--- src/rtl/tick_debouncer_if.sv ---
// Button conditioning bus between board pins, tick source and game logic.
// Latency: none (wiring only).
// Backpressure: none; tick is a free-running enable, outputs are strobes.
interface tick_debouncer_if #(
  parameter int N_BTN = 4
);
  logic             tick;
  logic [N_BTN-1:0] btn_raw;
  logic [N_BTN-1:0] btn_level;
  logic [N_BTN-1:0] btn_press;
  logic [N_BTN-1:0] btn_release;
  logic [N_BTN-1:0] btn_repeat;

  // Driver side: the pins and the divider.
  modport master (
    output tick,
    output btn_raw,
    input  btn_level,
    input  btn_press,
    input  btn_release,
    input  btn_repeat
  );

  // Debouncer side.
  modport slave (
    input  tick,
    input  btn_raw,
    output btn_level,
    output btn_press,
    output btn_release,
    output btn_repeat
  );
endinterface

--- src/rtl/tick_debouncer.sv ---
// Per-button 2-flop sync + tick-qualified debounce with press/release/auto-repeat strobes.
// Latency: 2 clk sync + 1 clk entry + STABLE_TICKS qualifying ticks + 1 clk registered output.
// Backpressure: none; strobes are fire-and-forget, one clk wide, never on adjacent clk per channel.
module tick_debouncer #(
  parameter int N_BTN        = 4,
  parameter int STABLE_TICKS = 8,
  parameter int REPEAT_DELAY = 200,
  parameter int REPEAT_RATE  = 40,
  parameter int CW           = 16
) (
  input logic              clk,
  input logic              rst,
  tick_debouncer_if.slave  dbif
);

  typedef enum logic [1:0] {
    IDLE        = 2'd0,
    DEB_PRESS   = 2'd1,
    HELD        = 2'd2,
    DEB_RELEASE = 2'd3
  } state_t;

  // Compare targets are "count minus one" because the qualifying tick itself
  // is the one that sees the counter at its last value.
  localparam bit            REP_EN     = (REPEAT_DELAY != 0);
  localparam logic [CW-1:0] ST_LAST    = CW'(STABLE_TICKS - 1);
  localparam logic [CW-1:0] DELAY_LAST = REP_EN ? CW'(REPEAT_DELAY - 1) : '0;
  localparam logic [CW-1:0] RATE_LAST  = CW'(REPEAT_RATE - 1);

  // Counters stop at all-ones instead of wrapping (matters when repeat is off).
  function automatic logic [CW-1:0] sat_inc(input logic [CW-1:0] v);
    return (v == '1) ? v : v + 1'b1;
  endfunction

  logic [N_BTN-1:0] sync_meta;
  logic [N_BTN-1:0] sync_s;

  // Two-flop synchroniser for the asynchronous pin levels.
  always_ff @(posedge clk) begin
    if (rst) begin
      sync_meta <= '0;
      sync_s    <= '0;
    end else begin
      sync_meta <= dbif.btn_raw;
      sync_s    <= sync_meta;
    end
  end

  for (genvar g = 0; g < N_BTN; g++) begin : g_ch
    state_t        state_q, state_d;
    logic [CW-1:0] cnt_q, cnt_d;
    logic [CW-1:0] rep_q, rep_d;
    logic          first_q, first_d;
    logic          level_q, level_d;
    logic          press_q, press_d;
    logic          release_q, release_d;
    logic          repeat_q, repeat_d;
    logic          s;
    logic          deb_done;
    logic          rep_hit;
    logic          fire;

    assign s        = sync_s[g];
    assign deb_done = dbif.tick && (cnt_q == ST_LAST);
    assign rep_hit  = REP_EN && (rep_q == (first_q ? DELAY_LAST : RATE_LAST));
    // A repeat that would land right behind another strobe waits for the next
    // tick with the counter parked at its target.
    assign fire     = (state_q == HELD) && s && dbif.tick && rep_hit &&
                      !(press_q || repeat_q);

    // State, counters and registered outputs.
    always_ff @(posedge clk) begin
      if (rst) begin
        state_q   <= IDLE;
        cnt_q     <= '0;
        rep_q     <= '0;
        first_q   <= 1'b1;
        level_q   <= 1'b0;
        press_q   <= 1'b0;
        release_q <= 1'b0;
        repeat_q  <= 1'b0;
      end else begin
        state_q   <= state_d;
        cnt_q     <= cnt_d;
        rep_q     <= rep_d;
        first_q   <= first_d;
        level_q   <= level_d;
        press_q   <= press_d;
        release_q <= release_d;
        repeat_q  <= repeat_d;
      end
    end

    // Next state and counter update; a level change always beats a tick.
    always_comb begin
      state_d = state_q;
      cnt_d   = cnt_q;
      rep_d   = rep_q;
      first_d = first_q;
      case (state_q)
        IDLE: begin
          if (s) begin
            state_d = DEB_PRESS;
            cnt_d   = '0;
          end
        end
        DEB_PRESS: begin
          if (!s) begin
            state_d = IDLE;
          end else if (dbif.tick) begin
            if (cnt_q == ST_LAST) begin
              state_d = HELD;
              cnt_d   = '0;
              rep_d   = '0;
              first_d = 1'b1;
            end else begin
              cnt_d = sat_inc(cnt_q);
            end
          end
        end
        HELD: begin
          if (!s) begin
            state_d = DEB_RELEASE;
            cnt_d   = '0;
          end else if (dbif.tick) begin
            if (fire) begin
              rep_d   = '0;
              first_d = 1'b0;
            end else if (!rep_hit) begin
              rep_d = sat_inc(rep_q);
            end
          end
        end
        DEB_RELEASE: begin
          // rep_q is left untouched so a short dropout resumes the repeat cadence.
          if (s) begin
            state_d = HELD;
          end else if (dbif.tick) begin
            if (cnt_q == ST_LAST) begin
              state_d = IDLE;
              cnt_d   = '0;
            end else begin
              cnt_d = sat_inc(cnt_q);
            end
          end
        end
        default: state_d = IDLE;
      endcase
    end

    // Output decode, registered by the state flops above.
    always_comb begin
      level_d   = level_q;
      press_d   = 1'b0;
      release_d = 1'b0;
      repeat_d  = fire;
      if ((state_q == DEB_PRESS) && s && deb_done) begin
        level_d = 1'b1;
        press_d = 1'b1;
      end
      if ((state_q == DEB_RELEASE) && !s && deb_done) begin
        level_d   = 1'b0;
        release_d = 1'b1;
      end
    end

    assign dbif.btn_level[g]   = level_q;
    assign dbif.btn_press[g]   = press_q;
    assign dbif.btn_release[g] = release_q;
    assign dbif.btn_repeat[g]  = repeat_q;
  end

endmodule

--- src/flat_wrapper.sv ---
// flat-port wrapper written by rule: the top's interface ports become plain ports
module tick_debouncer_flat 
#(
  parameter int N_BTN        = 4,
  parameter int STABLE_TICKS = 8,
  parameter int REPEAT_DELAY = 200,
  parameter int REPEAT_RATE  = 40,
  parameter int CW           = 16
)
  (clk, rst, dbif_tick, dbif_btn_raw, dbif_btn_level, dbif_btn_press, dbif_btn_release, dbif_btn_repeat);
  tick_debouncer_if #(.N_BTN(N_BTN)) dbif_i ();
  input logic clk;
  input logic rst;
  input wire logic [$bits(dbif_i.tick)-1:0] dbif_tick;
  input wire logic [$bits(dbif_i.btn_raw)-1:0] dbif_btn_raw;
  output wire logic [$bits(dbif_i.btn_level)-1:0] dbif_btn_level;
  output wire logic [$bits(dbif_i.btn_press)-1:0] dbif_btn_press;
  output wire logic [$bits(dbif_i.btn_release)-1:0] dbif_btn_release;
  output wire logic [$bits(dbif_i.btn_repeat)-1:0] dbif_btn_repeat;
  assign dbif_i.tick = dbif_tick;
  assign dbif_i.btn_raw = dbif_btn_raw;
  assign dbif_btn_level = dbif_i.btn_level;
  assign dbif_btn_press = dbif_i.btn_press;
  assign dbif_btn_release = dbif_i.btn_release;
  assign dbif_btn_repeat = dbif_i.btn_repeat;
  tick_debouncer #(.N_BTN(N_BTN), .STABLE_TICKS(STABLE_TICKS), .REPEAT_DELAY(REPEAT_DELAY), .REPEAT_RATE(REPEAT_RATE), .CW(CW)) u_core (.clk(clk), .rst(rst), .dbif(dbif_i));
endmodule
--- config.mk ---
export PLATFORM = sky130hd
export DESIGN_NAME = tick_debouncer_flat
export DESIGN_NICKNAME = d
export VERILOG_FILES = /design/src/rtl/tick_debouncer_if.sv /design/src/rtl/tick_debouncer.sv /design/src/flat_wrapper.sv
export SDC_FILE = /design/constraint.sdc
export NUM_CORES = 1
export LEC_CHECK = 0
export BUFFER_PORTS_ARGS = -buffer_cell sky130_fd_sc_hd__buf_2
export CORE_UTILIZATION = 35
export CTS_CLUSTER_DIAMETER = 60
export CTS_CLUSTER_SIZE = 14
export DETAILED_ROUTE_END_ITERATION = 7
export GPL_TIMING_DRIVEN = 1
export PLACE_DENSITY = 0.5
export SKIP_CTS_REPAIR_TIMING = 1
export SYNTH_ARGS = -nofsm -noshare
export SYNTH_HDL_FRONTEND = slang
export SYNTH_SLANG_ARGS = --single-unit
export TNS_END_PERCENT = 50
--- constraint.sdc ---
create_clock -name clk -period 5.7 [get_ports clk]
set_input_delay 1.14 -clock clk [delete_from_list [all_inputs] [get_ports clk]]
set_output_delay 1.14 -clock clk [all_outputs]
set_load 0.02 [all_outputs]
==> impl_metrics.csv, run 1 <==
group,metric,value,unit
yosys,synth_fp_nets,1119,
clock_network,clk_pin_slew,70,ps
run_status,outcome,"finished clean",
placement,port-buffer-count,22,
critical_path,reg2reg_from,"u_core.g_ch[1].cnt_q[0]",
global_routing,grt_max_degree,78,
placement,place_congestion,0.8170,
clock_network,cts.sinks,164,
yosys,synth_cells,1104,
timing,finClkSkew,16.21,ps
yosys,synth_area_per_cell,8.115,um^2
clock_network,clk_latency,440,ps
yosys,synth_warnings,0,
hold_path,min-delay-start,"u_core.sync_meta[2]",
yosys,synth_ff_type,"dfxtp_1",
final_layout,drive_gt1_frac,0.09315,
route,antenna_left,0,
clock_network,cts-buffers-inserted,17,
die,start_util,0.3568,
power_and_ir_drop,power.leakage,3.094,nW
critical_path,cp_slowest_stage_delay,980,ps
timing,setup_viol,0,
yosys,ys_async_sr_fraction,0,
placement,place_area,0.009164,mm^2
final_layout,fillers,2605,
critical_path,worstPathMaxFanout,14,
final_layout,seq_area,0.003283,mm^2
timing,setup-tns-final,0,ps
global_routing,grt_pass1_vias,7532,
timing,rsz0062_at_grt,"no",
timing,maxSlewViolCount,0,
yosys,synth_cell_types,94,
route,vias,8149,
clock_network,cts_tree,"built",
route,dr.pass1.iters,6,
final_layout,multi_input_comb_area,0.005265,mm^2
final_layout,area_delta_synth_final,8.729,%
critical_path,crit_arrival,3430,ps
job,drv_cap,0,
critical_path,critPathKind,"reg2reg",
yosys,yosysMostFrequentCell,"dfxtp_1",
yosys,synth_common_cells,"dfxtp_1 (164), nand2_1 (101), nor2_1 (93), a21oi_1 (71), o21ai_0 (71)",
die,io_pins,23,
route,drc,0,
power_and_ir_drop,peakVddDrop,175.5,uV
yosys,yosys-top-cells-area,"dfxtp_1 (37%), nand2_1 (4.2%), a21oi_1 (4.0%)",
clock_network,cts_root_buf,"clkbuf_16",
yosys,netlist_area,0.008959,mm^2
yosys,synth_edf_count,0,
timing,tightest_slew,1096,ps
placement,hpwlAfterDp,15290,um
yosys,synth_top_area_share,0.3665,
die,core,0.02511,mm^2
global_routing,antenna_found_initial,0,
timing,layout_min_cycle_time,3102,ps
global_routing,groute.usage.overall,0.1758,
final_layout,diodes,0,
global_routing,grt_first_pass_wirelength,38280,um
power_and_ir_drop,p_per_area,240.9,mW/mm^2
final_layout,final_cell_area,0.009741,mm^2
clock_network,cts_buffer_depth,2,
final_layout,nets,1097,
critical_path,worstPathRequired,6020,ps
timing,post-route-period-util,0.5441,
critical_path,critPathSlowestCell,"a221oi_2",
final_layout,fin_util,0.3879,
power_and_ir_drop,p_total,2.347,mW
die,die_h,162.0,um
critical_path,startpoint,"u_core.g_ch[1].cnt_q[0]",
hold_path,hp-class,"reg2reg",
clock_network,htree_levels,4,
timing,hold_viol,0,
route,wire_per_inst,15.68,um
timing,fmax,0.3224,GHz
yosys,yosysTopAreaCell,"dfxtp_1",
route,drt_iter0_markers,723,
timing,max-slew-margin-rel,0.2697,
critical_path,startpoint_type,"flop",
yosys,synth_seq_cells,164,
critical_path,crit_path_end_kind,"flop",
critical_path,crit_chain,"ha_1 > nor4b_1 > nand4_1 > a221oi_2 > o21ai_1 > a32o_1",
die,design.die.area,0.02624,mm^2
die,rows,58,
die,die_w,162.0,um
route,viasPerCell,5.719,
global_routing,grt_overflow,0,
yosys,yosysSeqAreaShare,0.3665,
route,drt_wl_total,22340,um
==> placed cells by master (no fill, tap or decap), drive strengths merged, types with 31 or more instances in the layout <==
cell type  Yosys  routed
o21ai         88      88
dfxtp        164     164
nor3          41      41
nor2          94      94
a31oi         31      31
nand3         60      60
nand4         49      49
and3          34      34
nand2        101     101
a21oi         73      73
==> state kept, by name, summed over array words and instances, names as in the netlist, named ones only <==
signal,count
u_core.g_ch.cnt_q,64
u_core.g_ch.rep_q,64
u_core.g_ch.first_q,4
u_core.g_ch.level_q,4
u_core.g_ch.press_q,4
u_core.g_ch.release_q,4
u_core.g_ch.repeat_q,4
u_core.g_ch.state_q,4
u_core.sync_meta,4
u_core.sync_s,4
==> worst max-delay path: cells and delay by family, from the launching register on <==
family	cells	cell delay [ps]
AOI/OAI and AO/OA	3	1510
adders and majority gates	1	350
DFF	1	460
and+or+nand+nor	2	680
==> final cells by class <==
class,count,area share
clock buffer,19,0.04650
clock inverter,13,0.01272
inverter,20,0.007707
multi-input combinational,855,0.5405
sequential,164,0.3371
tap,330,0.04239
timing repair buffer,24,0.01310
==> where the power goes <==
group / switching (mW) / internal, mW / total [mW]
clock network: 0.501 / 0.630 / 1.13
registers: 0.00535 / 1.15 / 1.15
logic: 0.0453 / 0.0150 / 0.0604
==> final timing paths <==
path	endpoint	slack, ps	depth (start not counted)
max	u_core.g_ch[1].rep_q[1]	2600	6
min	u_core.sync_s[2]	440	1
max reg2reg	u_core.g_ch[1].rep_q[1]	2600	6
min reg2reg	u_core.sync_s[2]	440	1
==> through the flow <==
step	hold slack (ps)	setup slack, ps	cells
final	438.7	2598	1425
after global routing	470.0	2251	1425
after CTS	442.2	2679	1425
after detailed placement	425.6	2415	1393
after global placement	416.8	2475	1393
after floorplan	413.8	3108	1104
==> metal layers <==
| layer | global-route usage | wire (um) | up-vias | part of all wire |
|---|---|---|---|---|
| met5 | 0 | 0 | - | 0 |
| met4 | 0.05189 | 295 | 0 | 0.013 |
| met3 | 0.03115 | 697 | 20 | 0.031 |
| met2 | 0.2770 | 10060 | 139 | 0.45 |
| met1 | 0.2438 | 11280 | 3849 | 0.51 |
| li1 | - | - | 4141 | - |
==> cells by family (layout without fill, tap and decap cells) <==
| group | Yosys count | after routing | synth area share |
|---|---|---|---|
| AND/OR/NAND/NOR | 522 | 522 | 0.3244 |
| buffers and inverters | 85 | 76 | 0.04581 |
| XOR/XNOR | 22 | 22 | 0.02151 |
| AO/OA/AOI/OAI | 298 | 298 | 0.2249 |
| multiplexers | 5 | 5 | 0.005726 |
| adder cells (fa/ha/maj) | 8 | 8 | 0.01117 |
| flip-flops | 164 | 164 | 0.3665 |
No activity file was read; power rests on OpenSTA's default activity.
==> inputs of run 2 (changes only) <==
--- a/config.mk
+++ b/config.mk
@@ -11,7 +11,7 @@
 export CTS_CLUSTER_SIZE = 14
 export DETAILED_ROUTE_END_ITERATION = 7
 export GPL_TIMING_DRIVEN = 1
-export PLACE_DENSITY = 0.5
+export PLACE_DENSITY = 0.52
 export SKIP_CTS_REPAIR_TIMING = 1
 export SYNTH_ARGS = -nofsm -noshare
 export SYNTH_HDL_FRONTEND = slang
==> constraint.sdc (replaced) <==
create_clock -name clk -period 2.5 [get_ports clk]
set_input_delay 0.5 -clock clk [delete_from_list [all_inputs] [get_ports clk]]
set_output_delay 0.5 -clock clk [all_outputs]
set_load 0.02 [all_outputs]
==> impl_metrics.csv, run 2 (same netlist as run 1, synthesis figures left out) <==
group,metric,value,unit
power_and_ir_drop,peakVddDrop,447.6,uV
route,vias,8421,
timing,whs,281.6,ps
critical_path,reg2reg_from,"u_core.g_ch[0].cnt_q[0]",
route,dr.pass1.iters,7,
power_and_ir_drop,p_int,4.072,mW
critical_path,critPathKind,"reg2reg",
die,rows,58,
critical_path,r2r-end,"u_core.g_ch[0].rep_q[0]",
critical_path,crit_chain,"ha_1 > nor4b_2 > nand4_2 > or4_4 > nand3_1 > o21ai_2 > mux2_2",
die,design.die.area,0.02624,mm^2
timing,post-route-period-util,0.9363,
global_routing,grt_overflow,0,
final_layout,reg.largest.list,"u_core.g_ch.cnt_q: 64 flops, u_core.g_ch.rep_q: 64 flops",
critical_path,worstPathRequired,2810,ps
clock_network,clk_pin_slew,70,ps
critical_path,reg2reg_slack,160,ps
timing,hold_viol,0,
route,drt_iter0_markers,794,
final_layout,final_common_cell,"dfxtp_1",
power_and_ir_drop,p_per_area,526.2,mW/mm^2
critical_path,cp_slowest_stage_delay,550,ps
route,drc,0,
power_and_ir_drop,p_seq_frac,0.491,
clock_network,cts.sinks,164,
clock_network,cts_buffer_depth,2,
critical_path,critPathSlowestCell,"or4_4",
global_routing,grt_pass1_vias,7654,
critical_path,crit_arrival,2650,ps
timing,tightest_slew,628.2,ps
timing,layout_min_cycle_time,2341,ps
timing,fmax,0.4272,GHz
clock_network,htree_levels,4,
clock_network,cts_root_buf,"clkbuf_16",
run_status,outcome,"finished clean",
placement,hpwlAfterDp,15970,um
power_and_ir_drop,power_frac_clock,0.479,
hold_path,worstHoldEndpoint,"u_core.sync_meta[1]",
clock_network,cts-buffers-inserted,17,
hold_path,min_path_cells,2,
power_and_ir_drop,power_switching,1.287,mW
clock_network,cts_tree,"built",
die,core,0.02511,mm^2
timing,setup_viol,0,
placement,placed_cells,1447,
critical_path,rr_worst_depth,7,
final_layout,fin_cells,1479,
job,drv_cap,0,
global_routing,grt_first_pass_wirelength,38370,um
final_layout,fin_util,0.4056,
hold_path,hp-class,"in2reg",
timing,finClkSkew,14.35,ps
timing,max-slew-margin-rel,0.5787,
timing,rsz0062_at_grt,"no",
hold_path,min-delay-start,"dbif_btn_raw[1]",
global_routing,grt_max_degree,37,
power_and_ir_drop,power.leakage,3.361,nW
power_and_ir_drop,swShare,0.2402,
die,die_h,162.0,um
route,antenna_left,0,
timing,maxSlewViolCount,0,
placement,port-buffer-count,22,
placement,place_congestion,0.8130,
die,die_w,162.0,um
timing,setup-tns-final,0,ps
critical_path,worstPathMaxFanout,5,
route,wire_per_inst,15.21,um
die,start_util,0.3568,
final_layout,layout_common_cells,"dfxtp_1 (164), nand2_1 (101), nor2_1 (93)",
final_layout,diodes,0,
final_layout,area_delta_synth_final,13.67,%
power_and_ir_drop,pwr-share-comb,0.030,
critical_path,crit_path_end_kind,"flop",
final_layout,nets,1151,
route,drt_wl_total,22500,um
global_routing,antenna_found_initial,0,
global_routing,groute.usage.overall,0.1763,
route,viasPerCell,5.694,
clock_network,clk_latency,430,ps
die,io_pins,23,
final_layout,drive_gt1_frac,0.1375,
critical_path,startpoint_type,"flop",
## run 2: cell count changes in the layout (fill, tap and decap cells not counted), sizes merged
| cell | delta |
|---|---|
| clkinv | -3 |
| buf | +54 |
| clkbuf | -1 |
| clkinvlp | +2 |
| inv | +2 |
## run 2: power groups by stage
stage / clock network, mW / registers (mW) / logic [mW]
global route: 2.76 / 2.63 / 0.176
finish: 2.57 / 2.63 / 0.161
CTS: 2.65 / 2.63 / 0.162
global placement: 0 / 2.69 / 0.163
detailed placement: 0 / 2.69 / 0.162
floorplan: 0 / 2.69 / 0.104
## run 2: worst max path at each step
stage                                 start                  endpoint  cells past startpoint
floorplan           u_core.g_ch[1].cnt_q[0]    u_core.g_ch[1].first_q                      8
global placement    u_core.g_ch[3].cnt_q[0]  u_core.g_ch[3].cnt_q[15]                      7
detailed placement  u_core.g_ch[1].cnt_q[1]   u_core.g_ch[1].rep_q[1]                      6
CTS                 u_core.g_ch[1].cnt_q[1]   u_core.g_ch[1].rep_q[1]                      6
global route        u_core.g_ch[3].rep_q[0]   u_core.g_ch[3].rep_q[6]                      8
finish              u_core.g_ch[0].cnt_q[0]   u_core.g_ch[0].rep_q[0]                      7
## run 2: cell type report
cell class,count,area [um^2]
Sequential cell,164,3283
Tap cell,330,412.9
Clock buffer,18,429.2
Timing Repair Buffer,78,545.5
Multi-Input combinational cell,855,5295
Clock inverter,14,142.6
Fill cell,2572,14930
Inverter,20,75.07
## run 2: per-stage QoR
stage          power (mW)  area [um^2]  worst slack, ps
2_1_floorplan       2.789         8959            343.8
3_3_place_gp        2.854         9582            192.1
3_5_place_dp        2.852         9582            166.6
4_1_cts             5.438        10150            130.1
5_1_grt             5.564        10180            21.32
6_report            5.359        10180            159.1
## run 2: worst max-delay path, delay by kind of cell (launching register included)
family	cells	cell delay (ps)
simple gates	4	1280
fa+ha+maj	1	200
flops	1	370
compound gates	1	100
mux	1	280
## run 2: metal layers
layer | GRT usage | share of wire | up-vias
met1 | 0.2452 | 0.50 | 4010
met4 | 0.06046 | 0.015 | 0
met3 | 0.02783 | 0.029 | 20
met5 | 0 | 0 | -
li1 | - | - | 4248
met2 | 0.2755 | 0.45 | 143
==> inputs of run 3 (changes only) <==
--- a/config.mk
+++ b/config.mk
@@ -12,6 +12,7 @@
 export DETAILED_ROUTE_END_ITERATION = 7
 export GPL_TIMING_DRIVEN = 1
 export PLACE_DENSITY = 0.52
+export REMOVE_ABC_BUFFERS = 1
 export SKIP_CTS_REPAIR_TIMING = 1
 export SYNTH_ARGS = -nofsm -noshare
 export SYNTH_HDL_FRONTEND = slang
==> impl_metrics.csv, run 3 (same netlist as run 1, synthesis figures left out) <==
group,metric,value,unit
global_routing,grt_first_pass_wirelength,38700,um
hold_path,min-delay-start,"dbif_btn_raw[1]",
final_layout,area_delta_synth_final,14.22,%
clock_network,clk_latency,430,ps
clock_network,clk_pin_slew,70,ps
hold_path,worstHoldEndpoint,"u_core.sync_meta[1]",
timing,post-route-period-util,0.9268,
route,vias,8379,
die,die_h,162.0,um
final_layout,multi_input_comb_area,0.005295,mm^2
hold_path,hp-class,"in2reg",
final_layout,drive_gt1_frac,0.1399,
critical_path,worstPathMaxFanout,5,
critical_path,critPathKind,"reg2reg",
die,die_w,162.0,um
route,antenna_left,0,
clock_network,cts-buffers-inserted,17,
critical_path,startpoint_type,"flop",
job,drv_cap,0,
timing,hold_viol,0,
critical_path,cp_top_family,"simple AND/OR/NAND/NOR gates",
timing,max-slew-margin-rel,0.5341,
clock_network,htree_levels,4,
critical_path,reg2reg_slack,180,ps
timing,tightest_slew,693.5,ps
critical_path,rr_worst_depth,7,
final_layout,fillers,2607,
power_and_ir_drop,power.leakage,3.403,nW
critical_path,critPathSlowestCell,"or4_4",
timing,setup_viol,0,
power_and_ir_drop,peakVddDrop,321.5,uV
die,core,0.02511,mm^2
global_routing,grt_max_degree,58,
route,drt_wl_total,22610,um
placement,port-buffer-count,22,
final_layout,fin_util,0.4075,
global_routing,groute.usage.overall,0.1779,
critical_path,cp_slowest_stage_delay,560,ps
final_layout,fin_cells,1481,
hold_path,min_path_cells,2,
clock_network,cts.sinks,164,
critical_path,reg2reg_from,"u_core.g_ch[0].cnt_q[0]",
timing,maxSlewViolCount,0,
timing,rsz0062_at_grt,"no",
clock_network,cts_root_buf,"clkbuf_16",
critical_path,crit_path_end_kind,"flop",
critical_path,r2r-end,"u_core.g_ch[0].rep_q[0]",
critical_path,worstPathRequired,2810,ps
critical_path,path_buf_inv,0,
timing,fmax,0.4316,GHz
final_layout,final_common_cell,"dfxtp_1",
die,rows,58,
clock_network,cts_tree,"built",
route,drc,0,
critical_path,crit_arrival,2630,ps
global_routing,antenna_found_initial,0,
placement,place_congestion,0.8162,
placement,hpwlAfterDp,15890,um
route,drt_iter0_markers,669,
final_layout,diodes,0,
critical_path,crit_chain,"ha_1 > nor4b_2 > nand4_2 > or4_4 > nand3_1 > o21ai_2 > mux2_2",
critical_path,cp.depth,7,
route,wire_per_inst,15.26,um
final_layout,seq_area,0.003283,mm^2
run_status,outcome,"finished clean",
final_layout,nets,1154,
power_and_ir_drop,p_per_area,542.7,mW/mm^2
clock_network,cts_buffer_depth,2,
timing,finClkSkew,13.35,ps
global_routing,grt_pass1_vias,7706,
timing,setup-tns-final,0,ps
placement,placed_cells,1450,
die,design.die.area,0.02624,mm^2
final_layout,reg.largest.list,"u_core.g_ch.cnt_q: 64 flops, u_core.g_ch.rep_q: 64 flops",
route,viasPerCell,5.658,
die,io_pins,23,
route,dr.pass1.iters,5,
power_and_ir_drop,p_total,5.553,mW
timing,layout_min_cycle_time,2317,ps
final_layout,layout_common_cells,"dfxtp_1 (164), nand2_1 (101), nor2_1 (93)",
die,start_util,0.3568,
global_routing,grt_overflow,0,
## run 3: cell types whose count changed in the layout (fill, tap and decap cells not counted), sizes merged
cell / before / now
buf: 78 / 81
bufinv: 1 / 3
clkinv: 2 / 3
clkinvlp: 5 / 2
inv: 26 / 25
## run 3: report_power, final
part	internal, mW	leakage [nW]	switching (mW)
Combinational	0.0525	1.79	0.111
Sequential	2.62	1.32	0.0103
Clock	1.61	0.294	1.15
Total	4.28	3.40	1.27
## run 3: per-stage QoR
| stage | cell area (um^2) | hold WS (ps) | setup slack (ps) |
|---|---|---|---|
| 3_3_place_gp | 9592 | 438.3 | 133.3 |
| 5_1_grt | 10230 | 269.8 | 18.69 |
| 4_1_cts | 10200 | 268.7 | 122.3 |
| 6_report | 10230 | 281.9 | 183.1 |
| 2_1_floorplan | 8623 | 413.8 | 94.69 |
| 3_5_place_dp | 9592 | 431.3 | 143.8 |
## run 3: cell type report
type / count / share of cell area
Clock buffer: 18 / 0.04292
Clock inverter: 13 / 0.01675
Inverter: 20 / 0.007337
Multi-Input combinational cell: 855 / 0.5175
Sequential cell: 164 / 0.3209
Tap cell: 330 / 0.04035
Timing Repair Buffer: 81 / 0.05429
## run 3: worst max path at each step
| stage | start | end | slack, ps |
|---|---|---|---|
| 4_1_cts | u_core.g_ch[2].rep_q[0] | u_core.g_ch[2].rep_q[10] | 120 |
| 3_3_place_gp | u_core.g_ch[1].cnt_q[0] | u_core.g_ch[1].rep_q[11] | 130 |
| 5_1_grt | u_core.g_ch[0].cnt_q[0] | u_core.g_ch[0].rep_q[13] | 20 |
| 2_1_floorplan | u_core.g_ch[1].cnt_q[0] | u_core.g_ch[1].rep_q[1] | 90 |
| 3_5_place_dp | u_core.g_ch[2].rep_q[0] | u_core.g_ch[2].rep_q[10] | 140 |
| 6_report | u_core.g_ch[0].cnt_q[0] | u_core.g_ch[0].rep_q[0] | 180 |
## run 3: worst register-to-register path: stages (launching register included)
cell and delay, ps:
dfxtp_1 370, ha_1 270, nor4b_2 340, nand4_2 180, or4_4 560, nand3_1 140
o21ai_2 70, mux2_2 270
## run 3: layer usage
layer / GRT usage / routed length, um / vias to the layer above
met5: 0 / 0 / -
met4: 0.05017 / 313 / 0
met3: 0.03115 / 797 / 24
met2: 0.2721 / 9834 / 172
met1: 0.2542 / 11660 / 3926
li1: - / - / 4257
